## config.mk

```make
export PLATFORM = sky130hd
export DESIGN_NAME = trap_sequencer
export DESIGN_NICKNAME = d
export VERILOG_FILES = /design/src/rtl/trap_sequencer_pkg.sv /design/src/rtl/trap_sequencer_irq_sync.sv /design/src/rtl/trap_sequencer.sv
export SDC_FILE = /design/constraint.sdc
export NUM_CORES = 1
export LEC_CHECK = 0
export ABC_AREA = 1
export CAP_MARGIN = 20
export CORE_UTILIZATION = 50
export DETAILED_ROUTE_END_ITERATION = 12
export PLACE_DENSITY_LB_ADDON = 0.25
export RECOVER_POWER = 25
export SLEW_MARGIN = 20
export SYNTH_ARGS = -nofsm -noshare
export SYNTH_HDL_FRONTEND = slang
export SYNTH_HIERARCHICAL = 1
export SYNTH_SLANG_ARGS = --single-unit
```

## constraint.sdc

```tcl
create_clock -name clk_i -period 4 [get_ports clk_i]
set_input_delay 0.8 -clock clk_i [delete_from_list [all_inputs] [get_ports clk_i]]
set_output_delay 0.8 -clock clk_i [all_outputs]
set_load 0.02 [all_outputs]
```

## src/rtl/trap_sequencer_pkg.sv

```systemverilog
// Shared CSR-side types for the trap sequencer: mtvec/mcause/irq layouts, FSM states, trap vector math.
// Latency: n/a (types and a pure combinational helper).
// Backpressure: n/a.
package trap_sequencer_pkg;

  // mtvec: base[31:2] and mode[1:0]
  typedef struct packed {
    logic [29:0] base;
    logic [1:0]  mode;
  } mtvec_t;

  // mcause: interrupt flag in bit 31, exception/interrupt code below it
  typedef struct packed {
    logic        irq;
    logic [30:0] code;
  } mcause_t;

  // Pending-and-enabled machine interrupts (mip & mie)
  typedef struct packed {
    logic m_external;
    logic m_timer;
    logic m_software;
  } irqs_t;

  typedef enum logic [1:0] {
    TS_IDLE     = 2'd0,
    TS_FLUSH    = 2'd1,
    TS_REDIRECT = 2'd2
  } trap_seq_state_e;

  localparam logic [1:0] MTVEC_MODE_DIRECT   = 2'd0;
  localparam logic [1:0] MTVEC_MODE_VECTORED = 2'd1;

  // Trap entry address. Only interrupts are vectored; any mode other than
  // VECTORED (including the reserved encodings) behaves as direct.
  function automatic logic [31:0] trap_target(input mtvec_t mtvec, input mcause_t mcause);
    logic [31:0] base;
    logic [31:0] offset;
    base   = {mtvec.base, 2'b00};
    offset = 32'(mcause.code) << 2;  // upper code bits fall off: 32-bit wrap
    if ((mtvec.mode == MTVEC_MODE_VECTORED) && mcause.irq) begin
      return base + offset;
    end
    return base;
  endfunction

endpackage

```

## src/rtl/trap_sequencer_irq_sync.sv

```systemverilog
// N-flop synchroniser for a level-sensitive asynchronous interrupt line.
// Latency: N clocks from input change to output change.
// Backpressure: none; free-running, no edge detection.
//  clk_i, rst_i : clock, async active-high reset (chain clears to 0)
//  d_i          : asynchronous input
//  q_o          : synchronised output
module irq_sync #(
  parameter int N = 2
) (
  input  logic clk_i,
  input  logic rst_i,
  input  logic d_i,
  output logic q_o
);

  logic [N-1:0] sync_q;
  logic [N-1:0] sync_d;

  always_comb begin
    sync_d = {sync_q[N-2:0], d_i};
  end

  always_ff @(posedge clk_i or posedge rst_i) begin
    if (rst_i) begin
      sync_q <= '0;
    end else begin
      sync_q <= sync_d;
    end
  end

  assign q_o = sync_q[N-1];

endmodule

```

## src/rtl/trap_sequencer.sv

```systemverilog
// Sequences M-mode trap entry / mret exit: irq take decision, pipeline flush, single PC redirect, irq lockout.
// Latency: redirect strobe FLUSH_CYCLES clocks after the accepting edge; flush_o held FLUSH_CYCLES+1 cycles.
// Backpressure: stallM_i holds off acceptance and take_irq_o; trap/mret requests while busy are dropped.
//  in : clk_i, rst_i, instr_validM_i, stallM_i, trapM_i, csr_mret_i, mcause_i, csr_mtvec_i,
//       csr_mepc_i, mstatus_mie_i, irq_enabled_i, irq_external_i, instr_ret_i
//  out: irq_external_sync_o, take_irq_o, flush_o, pc_redirect_o, redirect_pc_o[31:0], busy_o
import trap_sequencer_pkg::*;

module trap_sequencer #(
  parameter int FLUSH_CYCLES    = 1,
  parameter int IRQ_SYNC_STAGES = 2
) (
  input  logic        clk_i,
  input  logic        rst_i,
  input  logic        instr_validM_i,
  input  logic        stallM_i,
  input  logic        trapM_i,
  input  logic        csr_mret_i,
  input  mcause_t     mcause_i,
  input  mtvec_t      csr_mtvec_i,
  input  logic [31:0] csr_mepc_i,
  input  logic        mstatus_mie_i,
  input  irqs_t       irq_enabled_i,
  input  logic        irq_external_i,
  input  logic        instr_ret_i,
  output logic        irq_external_sync_o,
  output logic        take_irq_o,
  output logic        flush_o,
  output logic        pc_redirect_o,
  output logic [31:0] redirect_pc_o,
  output logic        busy_o
);

  localparam int CW = $clog2(FLUSH_CYCLES + 1);
  localparam logic [CW-1:0] CNT_LOAD = CW'(FLUSH_CYCLES - 1);

  trap_seq_state_e state_q, state_d;
  logic [CW-1:0]   cnt_q, cnt_d;
  logic [31:0]     target_q, target_d;
  logic            is_trap_q, is_trap_d;
  logic            lockout_q, lockout_d;
  logic            busy_q, busy_d;
  logic            flush_q, flush_d;
  logic            redirect_q, redirect_d;
  logic [31:0]     redirect_pc_q, redirect_pc_d;

  logic            accept;

  irq_sync #(
    .N (IRQ_SYNC_STAGES)
  ) u_irq_sync (
    .clk_i (clk_i),
    .rst_i (rst_i),
    .d_i   (irq_external_i),
    .q_o   (irq_external_sync_o)
  );

  // Gated by reset so every output reads 0 while reset is held, even with an irq pending.
  assign take_irq_o = ~rst_i & (state_q == TS_IDLE) & instr_validM_i & ~stallM_i &
                      mstatus_mie_i & (|irq_enabled_i) & ~lockout_q & ~csr_mret_i;

  assign accept = (trapM_i | csr_mret_i) & ~stallM_i;

  always_comb begin
    state_d   = state_q;
    cnt_d     = cnt_q;
    target_d  = target_q;
    is_trap_d = is_trap_q;
    lockout_d = lockout_q;

    case (state_q)
      TS_IDLE: begin
        if (instr_ret_i) begin
          lockout_d = 1'b0;
        end
        if (accept) begin
          state_d   = TS_FLUSH;
          cnt_d     = CNT_LOAD;
          is_trap_d = trapM_i;
          // Trap takes priority over an mret seen in the same cycle.
          target_d  = trapM_i ? trap_target(csr_mtvec_i, mcause_i)
                              : (csr_mepc_i & 32'hFFFF_FFFC);
        end
      end
      TS_FLUSH: begin
        if (cnt_q == '0) begin
          state_d = TS_REDIRECT;
        end else begin
          cnt_d = cnt_q - CW'(1);
        end
      end
      TS_REDIRECT: begin
        state_d = TS_IDLE;
        // Hold off further interrupts until the handler's first instruction retires.
        if (is_trap_q) begin
          lockout_d = 1'b1;
        end
      end
      default: begin
        state_d = TS_IDLE;
      end
    endcase

    // Outputs are registered from the next state so they line up with it.
    busy_d        = (state_d != TS_IDLE);
    flush_d       = busy_d;
    redirect_d    = (state_d == TS_REDIRECT);
    redirect_pc_d = redirect_d ? target_d : 32'h0;
  end

  always_ff @(posedge clk_i or posedge rst_i) begin
    if (rst_i) begin
      state_q       <= TS_IDLE;
      cnt_q         <= '0;
      target_q      <= '0;
      is_trap_q     <= 1'b0;
      lockout_q     <= 1'b0;
      busy_q        <= 1'b0;
      flush_q       <= 1'b0;
      redirect_q    <= 1'b0;
      redirect_pc_q <= '0;
    end else begin
      state_q       <= state_d;
      cnt_q         <= cnt_d;
      target_q      <= target_d;
      is_trap_q     <= is_trap_d;
      lockout_q     <= lockout_d;
      busy_q        <= busy_d;
      flush_q       <= flush_d;
      redirect_q    <= redirect_d;
      redirect_pc_q <= redirect_pc_d;
    end
  end

  assign busy_o        = busy_q;
  assign flush_o       = flush_q;
  assign pc_redirect_o = redirect_q;
  assign redirect_pc_o = redirect_pc_q;

  // Upstream must not raise trap/mret while a sequence is in flight; such requests are dropped.
  ap_no_req_while_busy: assert property (
    @(posedge clk_i) disable iff (rst_i)
      (state_q != TS_IDLE) |-> !(trapM_i || csr_mret_i)
  );

endmodule

```

; ---- Word level (Yosys, flattened, before mapping)
; Index checks and enable logic that the tools add are counted.
; W data, S select, Z words.
[op_classes]
addsub = 2
n_eq_ne = 7
mux = 18
n_bitwise = 13
reduce_logical = 9
[ops]
columns = op, n
row1 = $mux W32, 6
row2 = $add A32 B32 Y32, 1
row3 = $and A1 B1 Y1, 8
row4 = $mux W1, 7
row5 = $ne A2 B2 Y1 const B, 3
row6 = $reduce_bool A2 Y1, 3
row7 = $eq A2 B1 Y1 const B, 2
row8 = $eq A2 B2 Y1 const B, 2
row9 = $mux W2, 2
row10 = $not A1 Y1, 4
row11 = $pmux W1 S2, 2
row12 = $pmux W2 S2, 1
row13 = $reduce_and A2 Y1, 2
row14 = $reduce_and A3 Y1, 1
row15 = $reduce_or A3 Y1, 1
row16 = $logic_not A2 Y1, 1
row17 = $logic_and A1 B1 Y1, 1
row18 = $or A1 B1 Y1, 1
row19 = $sub A1 B1 Y1 const B, 1
[totals]
register_bits = 73
in_bits = 108
word_cells = 58

; ---- Depth between registers and ports, before layout
[logic_depth]
word_depth = 10
ltp_mapped = 14
depth_no_buf = 14

; ---- By module
; Netlist, hierarchy kept.
[by_module_without_submodules]
columns = mod, n_inst, cells_per_inst, area_per_inst_um2, seq_area_each_um2
row1 = trap_sequencer, 1, 838, 5417.7, 1726.7
row2 = irq_sync, 1, 3, 53.8, 50.0

; ---- Least setup slack after synthesis
; OpenSTA, ideal clock, no wires.
[synth_timing]
path_type = input-to-output
start = input rst_i
end = output take_irq_o
t_arrival_ns = 3.218
path_slack_ns = -0.018
path_stages = 5
n_path_buf = 0
path_cell_list = inv_1 -> nand3_1 -> nor2_1 -> nand2_1 -> nor4_1
[synth_between]
elab_chain_len = 8
[synth_rtl]
columns = item, line_no
row1 = from (decl), trap_sequencer.sv:14  ; input logic rst_i,
row2 = $not A1 Y1, trap_sequencer.sv:59  ; assign take_irq_o = ~rst_i & (state_q == TS_IDLE) & instr_validM_i & ~stallM_i &
row3 = $and A1 B1 Y1 (4 in a row), trap_sequencer.sv:59
row4 = $and A1 B1 Y1 (3 in a row), trap_sequencer.sv:60  ; mstatus_mie_i & (|irq_enabled_i) & ~lockout_q & ~csr_mret_i;
row5 = to (decl), trap_sequencer.sv:27  ; output logic take_irq_o,
; No other way between the ends.

; ---- Worst setup path in the final report
; Ends and elaborated chain as after synthesis.

==> summary.txt <==
Placed design
  • Port bufs: 141
  • Pre-CTS setup slack: 0.814 ns
  • Placed Area: 6970 um^2
  • Hpwl dp: 11100 um
  • Placer Congestion: 0.907

Worst setup path
  • CP Max Fanout: 2
  • CP required: 3.20 ns
  • Cell Chain, Critical Path: dlygate4sd3_1 > clkinvlp_2 > nand3_1 > nor2_1 > nand2_1 > nor4_1 > clkdlybuf4s50_1
  • CP max stage cell: clkdlybuf4s50_1
  • CP Capture Type: output port
  • Critical path class: in -> out
  • Worst endpoint data arrival time: 2.49 ns
  • Max incr delay on CP: 0.64 ns
  • Startpoint types: input port

GRT
  • Gr usage total: 26.1%
  • Vias in the first global route: 5077
  • Largest net degree at the start of global routing: 70
  • Global route overflow: 0
  • Antenna violations before repair: 0
  • First-pass GRT wire length: 23500 um

Synthesis
  • Top FF cell, synth: dfrtp_1
  • Synth Warn #: 6
  • Distinct cells, synth: 38
  • Flops & latches, synth: 71
  • Synth top area share: 32.5%
  • Synth area leader: dfrtp_1
  • Leading post-synthesis cells by cell area: dfrtp_1 (32%), nand2_1 (17%), inv_1 (11%)
  • Synth Instances: 841
  • Post-Syn Area: 5470 um^2
  • Syn nets: 979
  • Share of flip-flops with an asynchronous set or reset: 100%
  • EDFF count, synth: 0
  • Avg Inst Size Synth: 6.51 um^2
  • Register area share after synthesis: 32.5%

Final layout
  • FILL cells: 939
  • Share of post-route cells with drive strength above 1: 6.24%
  • Fin area: 7190 um^2
  • Antenna cells: 0
  • Layout area overhead: 31.4%
  • Nets: 1111

Clock tree
  • Hold_buf cts: 0
  • Clock Tree Root: clkbuf_8
  • Number of CTS-inserted buffers: 9
  • Worst-Skew Late Latency: 0.34 ns
  • Post-CTS Setup Repair Bufs: 0
  • Clock transition at path regs: 0.06 ns
  • CTS tree: done
  • H-tree levels: 3
  • CTS Sinks: 71
  • Cts repair resizes: 0
  • Max Buffers Root-to-Sink: 2

Detailed routing
  • DRT antenna net count: 0
  • Via density: 4.96
  • Post-Route WL: 14400 um
  • Routed length per instance: 12.9 um
  • 1st-iter DRT viols: 355
  • Post-route DRC: 0
  • TritonRoute pass-1 iters: 5
  • Vias: 5524

Timing
  • Tcrit/Tclk final: 82.3%
  • Smallest hold slack: 0.356 ns
  • Post-layout min period: 3.29 ns
  • RSZ-0062 raised after global routing: false
  • Max-slew violations: 70
  • Finish-stage setup viols: 0
  • Clock skew: 0.00902 ns
  • Worst-Margin Slew: 1.59 ns
  • Final hold violation count: 0
  • Setup TNS Final: 0 ns
  • Final Worst Setup Slack: 0.708 ns
  • Slew HR: -6.08%
  • Max Freq: 304 MHz

Power
  • Power per cell area: 324 nW/um^2
  • Maximum vdd ir drop: 224 uV
  • Power Total: 2.33 mW
  • Leakage power: 3.91 nW

Floorplan
  • Die Ht: 107 um
  • Core region area: 10500 um^2
  • Io pins: 145
  • FP Rows: 37
  • Die Width: 107 um
  • Starting density of the core: 52.3%
  • Total die area: 11400 um^2

Job
  • Max-cap viol count: 1

Status
  • Failing checks: max-capacitance violations, max-slew violations
  • Run status: finished with violations

Worst hold path
  • Hold Crit Class: reg -> reg
## through the flow
stage	utilization (%)	instances
final	68.7	1114
after global routing	68.7	1114
after CTS	68.8	1114
after detailed placement	66.7	1098
after global placement	66.7	1098
after floorplan	-	841
## sequential cells by signal (all words and copies together), names as in the netlist
signal and count:
is_trap_q 1, flush_o 1, u_irq_sync/sync_q 2, target_q 32, redirect_pc_o 32, state_q 1
lockout_q 1, pc_redirect_o 1
## power breakdown
group / leakage, nW / internal, mW / total (mW) / switching [mW]
clock network: 0.105 / 0.351 / 0.613 / 0.261
registers: 0.882 / 0.834 / 0.891 / 0.0565
logic: 2.92 / 0.385 / 0.827 / 0.441
total: 3.91 / 1.57 / 2.33 / 0.759
## final timing paths
check | cells after the start | slack [ns] | startpoint | to
max | 7 | 0.71 | rst_i | take_irq_o
min | 0 | 0.36 | u_irq_sync/sync_q[0] | u_irq_sync/sync_q[1]
max reg2reg | 10 | 1.61 | state_q[0] | redirect_pc_o[6]
min reg2reg | 0 | 0.36 | u_irq_sync/sync_q[0] | u_irq_sync/sync_q[1]
max in group asynchronous | 3 | 1.50 | rst_i | redirect_pc_o[31]
min in group asynchronous | 2 | 0.80 | rst_i | u_irq_sync/sync_q[0]
## synth_stat cells (2+ instances only)
cell type and instances:
a21boi_1 9, a21o_1 2, a21oi_1 54, a21oi_2 5
a2bb2oi_1 2, a2bb2oi_2 3, and2_1 6, buf_1 2
buf_2 7, buf_4 2, clkbuf_1 11, dfrtp_1 71
ha_1 29, inv_1 155, inv_2 3, nand2_1 244
nand3_1 67, nand3_2 2, nand3b_1 2, nand4_1 5
nor2_1 90, nor2_2 2, nor3_1 2, o211ai_1 2
o21a_1 2, o21ai_0 12, o21ai_1 5, or2_2 22
xnor2_1 6, xor2_1 9
## worst max-delay path, delay by kind of cell
family | cells | cell delay (ns)
simple gates | 4 | 0.37
buf+inv | 3 | 1.31
## layout by cell type (no fill, tap or decap), types with 6 or more instances in the layout
cell / count
a21oi_1: 54
nand3_1: 67
and2_1: 6
ha_1: 29
xor2_1: 9
nor2_1: 89
dfrtp_1: 71
o21ai_0: 12
or2_2: 22
clkbuf_8: 9
a21boi_1: 9
clkdlybuf4s50_1: 138
nand2_1: 244
xnor2_1: 6
inv_1: 154
## area by class of cell
class / count / area [um^2] / share of cell area [%]
sequential: 71 / 1780 / 24.7
tap: 136 / 170 / 2.37
clock buffer: 9 / 124 / 1.72
clock inverter: 7 / 97.6 / 1.36
timing repair buffer: 145 / 1440 / 20.0
multi-input combinational: 588 / 2990 / 41.6
inverter: 158 / 594 / 8.27
## metal layers
layer / global-route usage, % / vias up / wire (um)
li1: - / 2862 / -
met1: 36.6 / 2460 / 6730
met2: 42.6 / 177 / 6490
met3: 1.46 / 25 / 796
met4: 9.98 / 0 / 344
met5: 0 / - / 0
## cells by family (layout without fill, tap and decap cells)
group                    after synthesis  after routing  share of synthesized area, %
AO/OA/AOI/OAI                         98             98                          10.8
XOR/XNOR                              15             15                          2.40
adder cells (fa/ha/maj)               30             30                          7.00
buffers and inverters                182            319                          12.9
flip-flops                            71             71                          32.5
AND/OR/NAND/NOR                      445            445                          34.4
No activity file was read; power rests on OpenSTA's default activity.
